$ cat src/rtl/sram_parity_pkg.sv
// Shared types and parity helpers for the byte-masked 32x9-bit-lane SRAM port.
package sram_parity_pkg;

  localparam int LANES  = 32;
  localparam int LANE_W = 9;
  localparam int BYTE_W = 8;
  localparam int ADDR_W = 8;
  localparam int DATA_W = LANES * BYTE_W;
  localparam int SRAM_W = LANES * LANE_W;

  // One read response as held in the response FIFO.
  typedef struct packed {
    logic [DATA_W-1:0] rdata;
    logic [LANES-1:0]  perr;
    logic [ADDR_W-1:0] addr;
  } rsp_entry_t;

  // Spread bytes into 9-bit lanes and add even parity in bit 8,
  // optionally inverted per lane to plant errors.
  function automatic logic [SRAM_W-1:0] gen_parity(input logic [DATA_W-1:0] data,
                                                   input logic [LANES-1:0]  inject);
    logic [SRAM_W-1:0] word;
    word = '0;
    for (int i = 0; i < LANES; i++) begin
      word[i*LANE_W +: BYTE_W]  = data[i*BYTE_W +: BYTE_W];
      word[i*LANE_W + BYTE_W]   = (^data[i*BYTE_W +: BYTE_W]) ^ inject[i];
    end
    return word;
  endfunction

  // A lane is in error when its 9 bits have odd parity.
  function automatic logic [LANES-1:0] check_parity(input logic [SRAM_W-1:0] word);
    logic [LANES-1:0] perr;
    perr = '0;
    for (int i = 0; i < LANES; i++) begin
      perr[i] = ^word[i*LANE_W +: LANE_W];
    end
    return perr;
  endfunction

  // Drop the parity bit of every lane.
  function automatic logic [DATA_W-1:0] strip_parity(input logic [SRAM_W-1:0] word);
    logic [DATA_W-1:0] data;
    data = '0;
    for (int i = 0; i < LANES; i++) begin
      data[i*BYTE_W +: BYTE_W] = word[i*LANE_W +: BYTE_W];
    end
    return data;
  endfunction

endpackage

$ cat src/rtl/sram_parity_rsp_fifo.sv
// Circular response FIFO; head entry is presented combinationally and reads as zero when empty.
module sram_parity_rsp_fifo
  import sram_parity_pkg::*;
#(
  parameter int DEPTH = 4,
  parameter int CNT_W = $clog2(DEPTH + 1)
) (
  input  logic             clock,
  input  logic             resetn,
  input  logic             push,
  input  rsp_entry_t       push_entry,
  input  logic             pop,
  output logic             out_valid,
  output rsp_entry_t       out_entry,
  output logic [CNT_W-1:0] count
);

  localparam int PTR_W = (DEPTH > 1) ? $clog2(DEPTH) : 1;

  rsp_entry_t       mem_q [DEPTH];
  logic [PTR_W-1:0] wr_ptr_q, wr_ptr_d;
  logic [PTR_W-1:0] rd_ptr_q, rd_ptr_d;
  logic [CNT_W-1:0] count_q, count_d;
  logic             do_push, do_pop;

  function automatic logic [PTR_W-1:0] next_ptr(input logic [PTR_W-1:0] ptr);
    return (ptr == PTR_W'(DEPTH - 1)) ? '0 : ptr + 1'b1;
  endfunction

  // A push into a full FIFO is only taken when the head leaves in the same cycle.
  assign do_pop  = pop & (count_q != '0);
  assign do_push = push & ((count_q != CNT_W'(DEPTH)) | do_pop);

  // Pointer and occupancy bookkeeping.
  always_comb begin
    wr_ptr_d = wr_ptr_q;
    rd_ptr_d = rd_ptr_q;
    count_d  = count_q;
    if (do_push) wr_ptr_d = next_ptr(wr_ptr_q);
    if (do_pop)  rd_ptr_d = next_ptr(rd_ptr_q);
    case ({do_push, do_pop})
      2'b10:   count_d = count_q + 1'b1;
      2'b01:   count_d = count_q - 1'b1;
      default: count_d = count_q;
    endcase
  end

  // Control state registers.
  always_ff @(posedge clock or negedge resetn) begin
    if (!resetn) begin
      wr_ptr_q <= '0;
      rd_ptr_q <= '0;
      count_q  <= '0;
    end else begin
      wr_ptr_q <= wr_ptr_d;
      rd_ptr_q <= rd_ptr_d;
      count_q  <= count_d;
    end
  end

  // Payload storage; contents only matter once the count covers them.
  always_ff @(posedge clock) begin
    if (do_push) mem_q[wr_ptr_q] <= push_entry;
  end

  assign out_valid = (count_q != '0);
  assign out_entry = out_valid ? mem_q[rd_ptr_q] : '0;
  assign count     = count_q;

endmodule

$ cat src/rtl/sram_parity_port.sv
// Request-side SRAM controller: parity generation on writes, parity checking and
// ordered, backpressurable responses on reads, plus a sticky error log.
module sram_parity_port
  import sram_parity_pkg::*;
#(
  parameter int RSP_DEPTH = 4,
  parameter int ERR_CNT_W = 16
) (
  input  logic                 clock,
  input  logic                 resetn,
  input  logic                 req_valid,
  output logic                 req_ready,
  input  logic                 req_write,
  input  logic [ADDR_W-1:0]    req_addr,
  input  logic [DATA_W-1:0]    req_wdata,
  input  logic [LANES-1:0]     req_wmask,
  input  logic [LANES-1:0]     req_perr_inject,
  output logic                 rsp_valid,
  input  logic                 rsp_ready,
  output logic [DATA_W-1:0]    rsp_rdata,
  output logic [LANES-1:0]     rsp_perr,
  output logic                 rsp_err,
  output logic                 sram_valid,
  output logic                 sram_write,
  output logic [ADDR_W-1:0]    sram_addr,
  output logic [SRAM_W-1:0]    sram_wdata,
  output logic [LANES-1:0]     sram_wmask,
  input  logic [SRAM_W-1:0]    sram_rdata,
  input  logic                 volt_sel,
  output logic                 sram_volt_sel,
  input  logic                 err_clear,
  output logic                 err_valid,
  output logic [ADDR_W-1:0]    err_addr,
  output logic [ERR_CNT_W-1:0] err_count
);

  localparam int CNT_W = $clog2(RSP_DEPTH + 1);

  logic                 rd_inflight_q, rd_inflight_d;
  logic [ADDR_W-1:0]    rd_addr_q, rd_addr_d;
  logic                 err_valid_q, err_valid_d;
  logic [ADDR_W-1:0]    err_addr_q, err_addr_d;
  logic [ERR_CNT_W-1:0] err_count_q, err_count_d;

  logic [CNT_W-1:0]     fifo_count;
  logic [CNT_W:0]       occupancy;
  logic                 rd_room;
  logic                 accept;
  logic                 push, pop;
  rsp_entry_t           push_entry, head_entry;
  logic                 unused_head_addr;

  // Reads reserve a FIFO slot at accept time so a captured response always fits;
  // only registered state feeds this, never rsp_ready.
  assign occupancy = {1'b0, fifo_count} + {{CNT_W{1'b0}}, rd_inflight_q};
  assign rd_room   = occupancy < (CNT_W + 1)'(RSP_DEPTH);
  assign req_ready = req_write | rd_room;
  assign accept    = req_valid & req_ready;

  assign sram_volt_sel = volt_sel;

  // Drive the SRAM in the accept cycle; idle fields are held at zero.
  always_comb begin
    sram_valid = accept;
    sram_write = 1'b0;
    sram_addr  = '0;
    sram_wdata = '0;
    sram_wmask = '0;
    if (accept) begin
      sram_addr = req_addr;
      if (req_write) begin
        sram_write = 1'b1;
        sram_wdata = gen_parity(req_wdata, req_perr_inject);
        sram_wmask = req_wmask;
      end
    end
  end

  // Track the single outstanding read whose data arrives next cycle.
  always_comb begin
    rd_inflight_d = accept & ~req_write;
    rd_addr_d     = rd_addr_q;
    if (accept && !req_write) rd_addr_d = req_addr;
  end

  // Read pipeline registers; an in-flight read is dropped by reset.
  always_ff @(posedge clock or negedge resetn) begin
    if (!resetn) begin
      rd_inflight_q <= 1'b0;
      rd_addr_q     <= '0;
    end else begin
      rd_inflight_q <= rd_inflight_d;
      rd_addr_q     <= rd_addr_d;
    end
  end

  assign push             = rd_inflight_q;
  assign push_entry.rdata = strip_parity(sram_rdata);
  assign push_entry.perr  = check_parity(sram_rdata);
  assign push_entry.addr  = rd_addr_q;
  assign pop              = rsp_valid & rsp_ready;

  sram_parity_rsp_fifo #(
    .DEPTH (RSP_DEPTH),
    .CNT_W (CNT_W)
  ) u_rsp_fifo (
    .clock      (clock),
    .resetn     (resetn),
    .push       (push),
    .push_entry (push_entry),
    .pop        (pop),
    .out_valid  (rsp_valid),
    .out_entry  (head_entry),
    .count      (fifo_count)
  );

  assign rsp_rdata        = head_entry.rdata;
  assign rsp_perr         = head_entry.perr;
  assign rsp_err          = |head_entry.perr;
  assign unused_head_addr = ^head_entry.addr;

  // Error log: a clear wins over an error arriving in the same cycle.
  always_comb begin
    err_valid_d = err_valid_q;
    err_addr_d  = err_addr_q;
    err_count_d = err_count_q;
    if (err_clear) begin
      err_valid_d = 1'b0;
      err_addr_d  = '0;
      err_count_d = '0;
    end else if (push && (push_entry.perr != '0)) begin
      if (err_count_q != '1) err_count_d = err_count_q + 1'b1;
      if (!err_valid_q) begin
        err_valid_d = 1'b1;
        err_addr_d  = rd_addr_q;
      end
    end
  end

  // Error log registers.
  always_ff @(posedge clock or negedge resetn) begin
    if (!resetn) begin
      err_valid_q <= 1'b0;
      err_addr_q  <= '0;
      err_count_q <= '0;
    end else begin
      err_valid_q <= err_valid_d;
      err_addr_q  <= err_addr_d;
      err_count_q <= err_count_d;
    end
  end

  assign err_valid = err_valid_q;
  assign err_addr  = err_addr_q;
  assign err_count = err_count_q;

endmodule

$ cat config.mk
export PLATFORM = sky130hd
export DESIGN_NAME = sram_parity_port
export DESIGN_NICKNAME = d
export VERILOG_FILES = /design/src/rtl/sram_parity_pkg.sv /design/src/rtl/sram_parity_rsp_fifo.sv /design/src/rtl/sram_parity_port.sv
export SDC_FILE = /design/constraint.sdc
export NUM_CORES = 1
export LEC_CHECK = 0
export CORE_AREA = 5 5 485 487
export CTS_CLUSTER_SIZE = 14
export DETAILED_ROUTE_END_ITERATION = 16
export DIE_AREA = 0 0 490 492
export PLACE_DENSITY_LB_ADDON = 0.15
export SLEW_MARGIN = 30
export SYNTH_ARGS = -nofsm -noshare
export SYNTH_HDL_FRONTEND = slang
export SYNTH_HIERARCHICAL = 1
export SYNTH_SLANG_ARGS = --single-unit
$ cat constraint.sdc
create_clock -name clock -period 13.7 [get_ports clock]
set_input_delay 2.74 -clock clock [delete_from_list [all_inputs] [get_ports clock]]
set_output_delay 2.74 -clock clock [all_outputs]
set_load 0.1 [all_outputs]
; ---- After elaboration in Yosys (flattened, before gate mapping)
; Memory sizes are Yosys's and may differ from the RTL's.
; Cells that the tools add are included.
[word_totals]
register_bits = 41
latchBits = 0
ramBits = 1184
rom_bits = 0
word_cells = 159
n_memories = 1
[mem_list]
columns = name, depth, width, rd, rd_clocked_by_memory_dff, write_ports, line
row1 = u_rsp_fifo.mem_q, 4, 296, 1, 0, 1, sram_parity_rsp_fifo.sv:20  ; rsp_entry_t mem_q [DEPTH];
[classes]
add_sub_neg = 6
multipliers = 0
div_mod_pow = 0
order_cmp = 1
n_eq_ne = 7
shifts = 0
muxes = 21
n_bitwise = 40
n_reduce_logical = 75
[ops]
columns = operator, count
row1 = 288-bit two-way mux, 2
row2 = 296-bit two-way mux, 1
row3 = 9-bit parity, 32
row4 = 8-bit parity, 32
row5 = 32-bit two-way mux, 2
row6 = 16-bit two-way mux, 3
row7 = 8-bit two-way mux, 4
row8 = 32-bit nonzero test, 1
row9 = 32-bit OR reduction, 1
row10 = 1-bit bitwise XOR, 32
row11 = 16-bit by 1-bit adder with 16-bit output (second input constant), 1
row12 = 16-bit != test (second input constant), 1
row13 = 2-bit == test (second input constant), 3
row14 = 1-bit two-way mux, 6
row15 = 3-bit one-hot mux with 2 select lines, 1
row16 = 2-bit nonzero test, 3
row17 = 1-bit bitwise AND, 5
row18 = 2-bit by 1-bit adder with 2-bit output (second input constant), 2
row19 = 3-bit by 1-bit adder with 4-bit output, 1
row20 = 4-bit by 3-bit less-than comparator with 1-bit output (second input constant), 1
row21 = 2-bit two-way mux, 2
row22 = 2-bit AND reduction, 2
row23 = 3-bit by 1-bit adder with 3-bit output (second input constant), 1
row24 = 3-bit != test (second input constant), 1
row25 = other kinds (8), 10

; ---- Logic depth before layout (Yosys ltp)
; Gate-level depths: netlist of the first run.
[depth]
word_depth = 7
ltp_mapped = 11

; ---- Cells and area by module
; Netlist of the first run, hierarchy kept.
[modules_own_cells]
columns = mod, n_inst, cells_each, area_per_inst_um2, seq_area_each_um2
row1 = sram_parity_rsp_fifo, 1, 1929, 45199.6, 35729.3
row2 = sram_parity_port, 1, 1088, 8891.0, 850.8

; ---- Least setup slack after synthesis of the first run
; No wires, ideal clock.
[synth_timing]
path_kind = input to register
from = in rsp_ready
to = mem u_rsp_fifo/mem_q[0][0] in the netlist's numbering, enable pin
arrival_time_ns = 10.123
required_ns = 13.005
path_slack_ns = 2.882
stages = 5
path_buffers = 1
path_cell_list = and2_1 buf_2 inv_1 a31oi_1 and2_1
[synth_via]
elab_chain_cells = 6
[synth_rtl]
columns = item, line
row1 = "start, declared", sram_parity_port.sv:19  ; input logic rsp_ready,
row2 = 1-bit bitwise AND, sram_parity_port.sv:101  ; assign pop = rsp_valid & rsp_ready;
row3 = 1-bit bitwise AND, sram_parity_rsp_fifo.sv:31  ; assign do_pop = pop & (count_q != '0);
row4 = 1-bit OR, sram_parity_rsp_fifo.sv:32  ; assign do_push = push & ((count_q != CNT_W'(DEPTH)) | do_pop);
row5 = 1-bit bitwise AND, sram_parity_rsp_fifo.sv:32
row6 = 1-bit two-way mux, sram_parity_rsp_fifo.sv:63  ; if (do_push) mem_q[wr_ptr_q] <= push_entry;
row7 = 1-bit two-way mux (implied by the code), sram_parity_rsp_fifo.sv:63
row8 = "end, declared", sram_parity_rsp_fifo.sv:20
; No other way between the ends.

; ---- Worst setup path after layout of the first run
[layout_timing]
from = in req_valid
to = out sram_wdata[179]
[layout_via]
elab_chain_cells = 2
[layout_rtl]
columns = item, line
row1 = "start, declared", sram_parity_port.sv:11  ; input logic req_valid,
row2 = 1-bit bitwise AND, sram_parity_port.sv:58  ; assign accept = req_valid & req_ready;
row3 = 288-bit two-way mux, sram_parity_port.sv:69  ; if (accept) begin
row4 = "end, declared", sram_parity_port.sv:26  ; output logic [SRAM_W-1:0] sram_wdata,
; No other way between the ends.

==> results.rst, run 1 <==
.. list-table::
   :header-rows: 1

   * - Metric
     - Value
   * - Vias after detailed routing
     - about 33k
   * - Area used by multi-input combinational logic
     - approximately 16000 µm²
   * - Clk buf depth
     - 3
   * - Cell chosen for the clock root
     - sky130_fd_sc_hd__clkbuf_16
   * - Setup Total Neg Slack
     - 0 ns
   * - Cell-internal power
     - 8.87 mW
   * - Share of total power consumed by net switching
     - 0.513
   * - Most frequent cells in the layout
     - 1152 x sky130_fd_sc_hd__edfxtp_1, 953 x sky130_fd_sc_hd__clkdlybuf4s50_1, 384 x sky130_fd_sc_hd__xnor2_1, 297 x sky130_fd_sc_hd__and3_1, 290 x sky130_fd_sc_hd__and2_1
   * - Worst-path maximum fanout
     - between 100 and 150
   * - Source-to-sink clock delay at the later pin of the worst-skew pair
     - about 0.8 ns
   * - Clk pin slew, worst setup/hold paths
     - around 0.060 ns
   * - Global-route wire length before repair
     - ~350000 µm
   * - TritonCTS buffer count
     - around 140
   * - Final clock period utilization by the worst path
     - 0.660
   * - Total half-perimeter wirelength after legalization and detailed placement
     - approximately 210000 µm
   * - Net count after synthesis
     - ~3.6k
   * - Reg-to-reg slack, setup
     - approximately 8.3 ns
   * - Worst-case setup slack after placement
     - between 4 and 5 ns
   * - Iter 0 DRT Violations
     - around 2.0k
   * - Post CTS Setup Buffer Count
     - 0
   * - Die Height
     - ~490 µm
   * - Iteration count of the initial detailed-routing pass
     - 5
   * - Drc violations
     - 0
   * - Sort of element at the start of the critical path
     - input port
   * - Type of the worst min-delay path
     - reg -> reg
   * - Core Box Area
     - approximately 230000 µm²
   * - Startpoint of the lowest-slack register-to-register path
     - u_rsp_fifo/count[2]
   * - Type of the worst setup path
     - in -> out
   * - Wire length after detailed routing
     - 268000 µm
   * - Part of the total power dissipated in combinational logic
     - 0.550
   * - Final weighted congestion in routability-driven placement
     - 0.986
   * - Via-per-instance ratio
     - between 4 and 5
   * - Number of antenna violations at the first check in global routing
     - between 100 and 150
   * - Number of cells produced by synthesis
     - approximately 3.0k
   * - Final hold violations
     - 0
   * - CTS H-tree lvls
     - 4
   * - Worst clock skew on the final layout
     - 0.0411 ns
   * - Via count of the first global-routing pass
     - ~35k
   * - Pin count of the biggest net entering global routing
     - 180
   * - CTS tree
     - done
   * - Type of destination of the critical path
     - primary output
   * - Total Routing Usage GR
     - 0.217
   * - Reg2reg path depth
     - 8
   * - Final setup fails
     - 0
   * - Area of the die
     - between 200000 and 250000 µm²
   * - Clock power share
     - 0.200
   * - Worst slew margin relative to its limit
     - 0.227
   * - Required @ worst endpoint
     - roughly 11 ns
   * - Initial Utilization
     - 0.229
   * - Area of all placed cells without fillers
     - 72300 µm²
   * - Max-cap violations
     - 0
   * - Count of synthesis-stage warnings from yosys
     - 6
   * - Highest achievable clock rate
     - between 100 and 150 MHz
   * - Overall power consumption
     - approximately 18 mW
   * - Count of clock tree sinks
     - between 1k and 1.5k
   * - Total of cells resized after clock tree synthesis
     - 0
   * - Routed length per instance
     - between 30 and 40 µm
   * - Worst voltage drop across the vdd grid
     - 0.199 mV
   * - Fin. max-slew vios
     - 0
   * - Power Density
     - between 200 and 300 nW/µm²
   * - Total leakage power
     - ~25 nW
   * - Hold slack final
     - slightly below 0.5 ns
   * - Post-Synthesis Mean Instance Area
     - about 18 µm²
   * - Data arrival time of the worst path
     - approximately 6.3 ns
   * - Share of post-route cells with drive strength above 1
     - 0.205
   * - Post-CTS Hold Fix Bufs
     - 0
   * - Total number of placement rows
     - around 180
   * - Global route overflow
     - 0
   * - Antenna-violating nets left
     - 0
   * - Die Span X
     - 490 µm
   * - Result of the run
     - finished, final reports clean
   * - Number of filler instances in the final layout
     - between 20k and 25k
   * - Worst setup path startpoint
     - req_valid
   * - CP endpoint
     - sram_wdata[179]
   * - Worst-Margin Slew
     - 1.16 ns
   * - Number of I/O pins
     - between 1k and 1.5k
   * - Shortest period the worst path allows
     - ~9.0 ns
   * - Layout net count
     - roughly 4.9k
   * - Unrepaired setup endpoints after global routing
     - false
   * - Sequential group share of total power
     - 0.250
   * - Cell area after synthesis
     - between 50000 and 60000 µm²
   * - Net switching component of the power
     - ~9.4 mW
   * - Final setup slack of the worst path
     - between 4 and 5 ns
   * - Sequential cell area
     - between 30000 and 40000 µm²
   * - Capturing point of the worst reg2reg path
     - u_rsp_fifo/mem_q[1][23]
   * - Cell Area, Placed
     - between 60000 and 70000 µm²
   * - Number of I/O port buffers
     - between 1k and 1.5k
   * - Area growth from synthesis to layout
     - 36.7%
   * - Most common library cell in the layout ignoring fill and taps
     - sky130_fd_sc_hd__edfxtp_1
==> layout make-up <==
class,instances,share of cell area
timing repair buffer,1316,0.164
antenna,46,0.00159
multi-input combinational,1586,0.226
tap,3043,0.0527
clock buffer,180,0.0520
sequential,1193,0.493
inverter,11,0.000571
clock inverter,71,0.0104
==> worst max-delay path, stage by stage <==
cell and delay [ns]:
sky130_fd_sc_hd__clkbuf_8 0.62, sky130_fd_sc_hd__nand2_2 0.55, sky130_fd_sc_hd__buf_4 0.39, sky130_fd_sc_hd__nor2_1 0.62
sky130_fd_sc_hd__clkdlybuf4s50_1 1.29
==> routing by layer <==
metal / part of all wire / global-route usage / up-vias
met1: 0.32 / 0.209 / 17200
met3: 0.079 / 0.0804 / 460
met5: 0.0014 / 0 / -
met4: 0.076 / 0.138 / 56
li1: - / - / 14000
met2: 0.52 / 0.389 / 1260
==> worst min-delay path by stage <==
| stage | start | end | depth (start not counted) |
|---|---|---|---|
| 6_report | rd_addr_q[1] | rd_addr_q[1] | 2 |
| 5_1_grt | rd_addr_q[2] | rd_addr_q[2] | 2 |
| 4_1_cts | rd_addr_q[4] | rd_addr_q[4] | 2 |
| 3_5_place_dp | rd_addr_q[1] | rd_addr_q[1] | 2 |
| 3_3_place_gp | rd_addr_q[5] | rd_addr_q[5] | 2 |
| 2_1_floorplan | rd_addr_q[6] | rd_addr_q[6] | 2 |
==> stage by stage <==
step                 util  cells
floorplan               -   2969
global placement    0.297   7147
detailed placement  0.293   7147
CTS                 0.312   7398
global route        0.313   7427
finish              0.313   7446
==> sequential cells by signal, summed over array words and instances (netlist names) <==
signal / count
u_rsp_fifo/mem_q: 1152
err_count: 16
err_addr: 8
rd_addr_q: 8
u_rsp_fifo/count: 3
u_rsp_fifo/rd_ptr_q: 2
u_rsp_fifo/wr_ptr_q: 2
err_valid: 1
push: 1
==> power groups by stage <==
stage                     clock (mW)  sequential [mW]  combinational [mW]
final                           3.65             4.56                10.0
after global routing            3.93             4.59                10.4
after floorplan                    0             4.70                7.39
after detailed placement           0             4.64                10.2
after global placement             0             4.63                10.5
after CTS                       3.79             4.57                10.2
No activity file was read; power rests on OpenSTA's default activity.
==> run 2: changes to the inputs <==
--- a/config.mk
+++ b/config.mk
@@ -5,10 +5,10 @@
 export SDC_FILE = /design/constraint.sdc
 export NUM_CORES = 1
 export LEC_CHECK = 0
-export CORE_AREA = 5 5 485 487
+export CORE_AREA = 5 5 495 497
 export CTS_CLUSTER_SIZE = 14
 export DETAILED_ROUTE_END_ITERATION = 16
-export DIE_AREA = 0 0 490 492
+export DIE_AREA = 0 0 500 502
 export PLACE_DENSITY_LB_ADDON = 0.15
 export SLEW_MARGIN = 30
 export SYNTH_ARGS = -nofsm -noshare
==> constraint.sdc (replaced) <==
create_clock -name clock -period 8.04 [get_ports clock]
set_input_delay 1.608 -clock clock [delete_from_list [all_inputs] [get_ports clock]]
set_output_delay 1.608 -clock clock [all_outputs]
set_load 0.1 [all_outputs]
==> results.rst, run 2 (synthesis gave the netlist of run 1 again) <==
.. list-table::
   :header-rows: 1

   * - Metric
     - Value
   * - Highest metal used
     - met5
   * - Clk pin slew, worst setup/hold paths
     - roughly 0.060 ns
   * - Die Height
     - approximately 500 µm
   * - Final clock period utilization by the worst path
     - 0.808
   * - Type of destination of the critical path
     - primary output
   * - Final weighted congestion in routability-driven placement
     - 0.949
   * - Metal-1 WL
     - 86600 µm
   * - Vias after detailed routing
     - 33.0k
   * - Number of I/O pins
     - 1270
   * - Area growth from synthesis to layout
     - 37.9%
   * - Overall power consumption
     - 31.0 mW
   * - Core Box Area
     - between 200000 and 250000 µm²
   * - Global route overflow
     - 0
   * - Startpoint of the lowest-slack register-to-register path
     - u_rsp_fifo/count[2]
   * - Required @ worst endpoint
     - around 6.4 ns
   * - Iteration count of the initial detailed-routing pass
     - 5
   * - CTS H-tree lvls
     - 4
   * - Max-cap violations
     - 0
   * - Hold Path Cell Cnt
     - 2
   * - Reg2reg path depth
     - 7
   * - Antenna-violating nets left
     - 0
   * - Hold path startpoint
     - rd_addr_q[1]
   * - Highest achievable clock rate
     - around 150 MHz
   * - TritonCTS buffer count
     - 145
   * - Final setup fails
     - 0
   * - Iter 0 DRT Violations
     - slightly below 2k
   * - Post-CTS Hold Fix Bufs
     - 0
   * - Top register by number of flip-flops
     - u_rsp_fifo/mem_q
   * - Unrepaired setup endpoints after global routing
     - false
   * - Most common library cell in the layout ignoring fill and taps
     - sky130_fd_sc_hd__edfxtp_1
   * - Worst-Margin Slew
     - 1.06 ns
   * - Total leakage power
     - between 20 and 25 nW
   * - Result of the run
     - finished, final reports clean
   * - Total number of placement rows
     - 180
   * - Data arrival time of the worst path
     - roughly 4.9 ns
   * - Initial Utilization
     - 0.221
   * - Capturing point of the worst reg2reg path
     - u_rsp_fifo/mem_q[0][173]
   * - Die Span X
     - approximately 500 µm
   * - Cell at the slowest stage of the critical path
     - sky130_fd_sc_hd__clkdlybuf4s50_1
   * - Number of antenna violations at the first check in global routing
     - a little over 100
   * - Type of the worst setup path
     - reg -> out
   * - Share of post-route cells with drive strength above 1
     - 0.208
   * - Number of filler instances in the final layout
     - about 24k
   * - Area of the die
     - about 250000 µm²
   * - Fin. max-slew vios
     - 0
   * - Final hold violations
     - 0
   * - Worst-path maximum fanout
     - 40
   * - Max FFs per register
     - around 1.2k
   * - Count of clock tree sinks
     - between 1k and 1.5k
   * - Drc violations
     - 0
   * - Routed length per instance
     - 34.4 µm
   * - Layout net count
     - 4880
   * - Global-route wire length before repair
     - between 300000 and 400000 µm
   * - Min-Delay Endpoint
     - rd_addr_q[1]
   * - Via-per-instance ratio
     - roughly 4.3
   * - Most frequent cells in the layout
     - 1152 x sky130_fd_sc_hd__edfxtp_1, 937 x sky130_fd_sc_hd__clkdlybuf4s50_1, 386 x sky130_fd_sc_hd__xnor2_1, 297 x sky130_fd_sc_hd__and3_1, 290 x sky130_fd_sc_hd__and2_1
   * - Sort of element at the start of the critical path
     - register
   * - List of cells traversed by the critical path
     - buf_4 -> mux4_2 -> and2_1 -> nor4_1 -> nand4_1 -> or2_2 -> clkdlybuf4s50_1
   * - Wire length after detailed routing
     - roughly 270000 µm
   * - Via count of the first global-routing pass
     - 34.8k
   * - Wire length on met2
     - between 100000 and 150000 µm
   * - Pin count of the biggest net entering global routing
     - between 100 and 150
   * - Worst clock skew on the final layout
     - 0.0540 ns
   * - Total of cells resized after clock tree synthesis
     - 0
   * - Worst slew margin relative to its limit
     - 0.289
   * - Setup Total Neg Slack
     - 0 ns
   * - Total Routing Usage GR
     - 0.206
   * - Shortest period the worst path allows
     - roughly 6.5 ns
   * - Type of the worst min-delay path
     - reg -> reg
   * - Reg-to-reg slack, setup
     - 3.20 ns
   * - Clk buf depth
     - 3
   * - Post CTS Setup Buffer Count
     - 0
   * - CTS tree
     - done
   * - Cell chosen for the clock root
     - sky130_fd_sc_hd__clkbuf_16
   * - Source-to-sink clock delay at the later pin of the worst-skew pair
     - 0.80 ns
   * - Worst voltage drop across the vdd grid
     - between 0.3 and 0.4 mV
   * - Met3 wirelength from detailed routing
     - roughly 21000 µm
   * - Number of I/O port buffers
     - between 1k and 1.5k
   * - Total half-perimeter wirelength after legalization and detailed placement
     - 206000 µm
   * - Largest stage delay on the critical path
     - about 0.99 ns
   * - Power Density
     - approximately 430 nW/µm²
-- run 2: cell types whose count changed in the layout (fill, tap and decap cells not counted), sizes merged --
cell           delta
clkinvlp          +2
inv               -2
bufinv            -3
clkbuf            +4
buf              +12
clkinv            +4
clkdlybuf4s50    -16
diode           +154
-- run 2: cell type report --
cell class | instances | area [µm²] | share of cell area
antenna | 200 | 500 | 0.00686
clock buffer | 183 | 3900 | 0.0534
clock inverter | 72 | 601 | 0.00823
inverter | 11 | 41.3 | 0.000566
multi-input combinational | 1586 | 16300 | 0.223
sequential | 1193 | 35600 | 0.488
tap | 3185 | 3990 | 0.0546
timing repair buffer | 1313 | 12000 | 0.165
-- run 2: metal layers --
layer,GRT usage,vias up
met5,0,-
met4,0.123,64
met3,0.0733,427
met2,0.376,1168
met1,0.197,17200
li1,-,14200
-- run 2: worst max-delay path: cells and delay by family (launching register included) --
kind	cells	cell delay [ns]
buf+inv	2	1.59
flops	1	0.62
mux	1	0.40
simple gates	4	1.47
-- run 2: worst max path at each step --
stage | from | endpoint | slack [ns]
3_5_place_dp | req_wdata[63] | sram_wdata[71] | 1.91
4_1_cts | u_rsp_fifo/rd_ptr_q[0] | rsp_err | 1.06
3_3_place_gp | req_wdata[63] | sram_wdata[71] | 1.85
2_1_floorplan | u_rsp_fifo/count[2] | u_rsp_fifo/mem_q[0][100] | 1.52
5_1_grt | u_rsp_fifo/rd_ptr_q[1] | rsp_err | 1.24
6_report | u_rsp_fifo/rd_ptr_q[1] | rsp_err | 1.54
-- run 2: through the flow --
step	worst slack, ns	area, µm²	util	cells	hold WS [ns]
finish	1.54	73000	0.304	7743	0.480
global route	1.24	72900	0.304	7717	0.507
CTS	1.06	72400	0.302	7542	0.482
detailed placement	1.91	68000	0.283	7287	0.468
global placement	1.85	68800	0.287	7286	0.467
floorplan	1.52	52900	-	2969	0.446
-- run 2: power by group --
part | switching [mW] | internal [mW]
Clock | 2.66 | 3.55
Sequential | 0.170 | 7.57
Combinational | 13.0 | 4.06
Total | 15.9 | 15.2
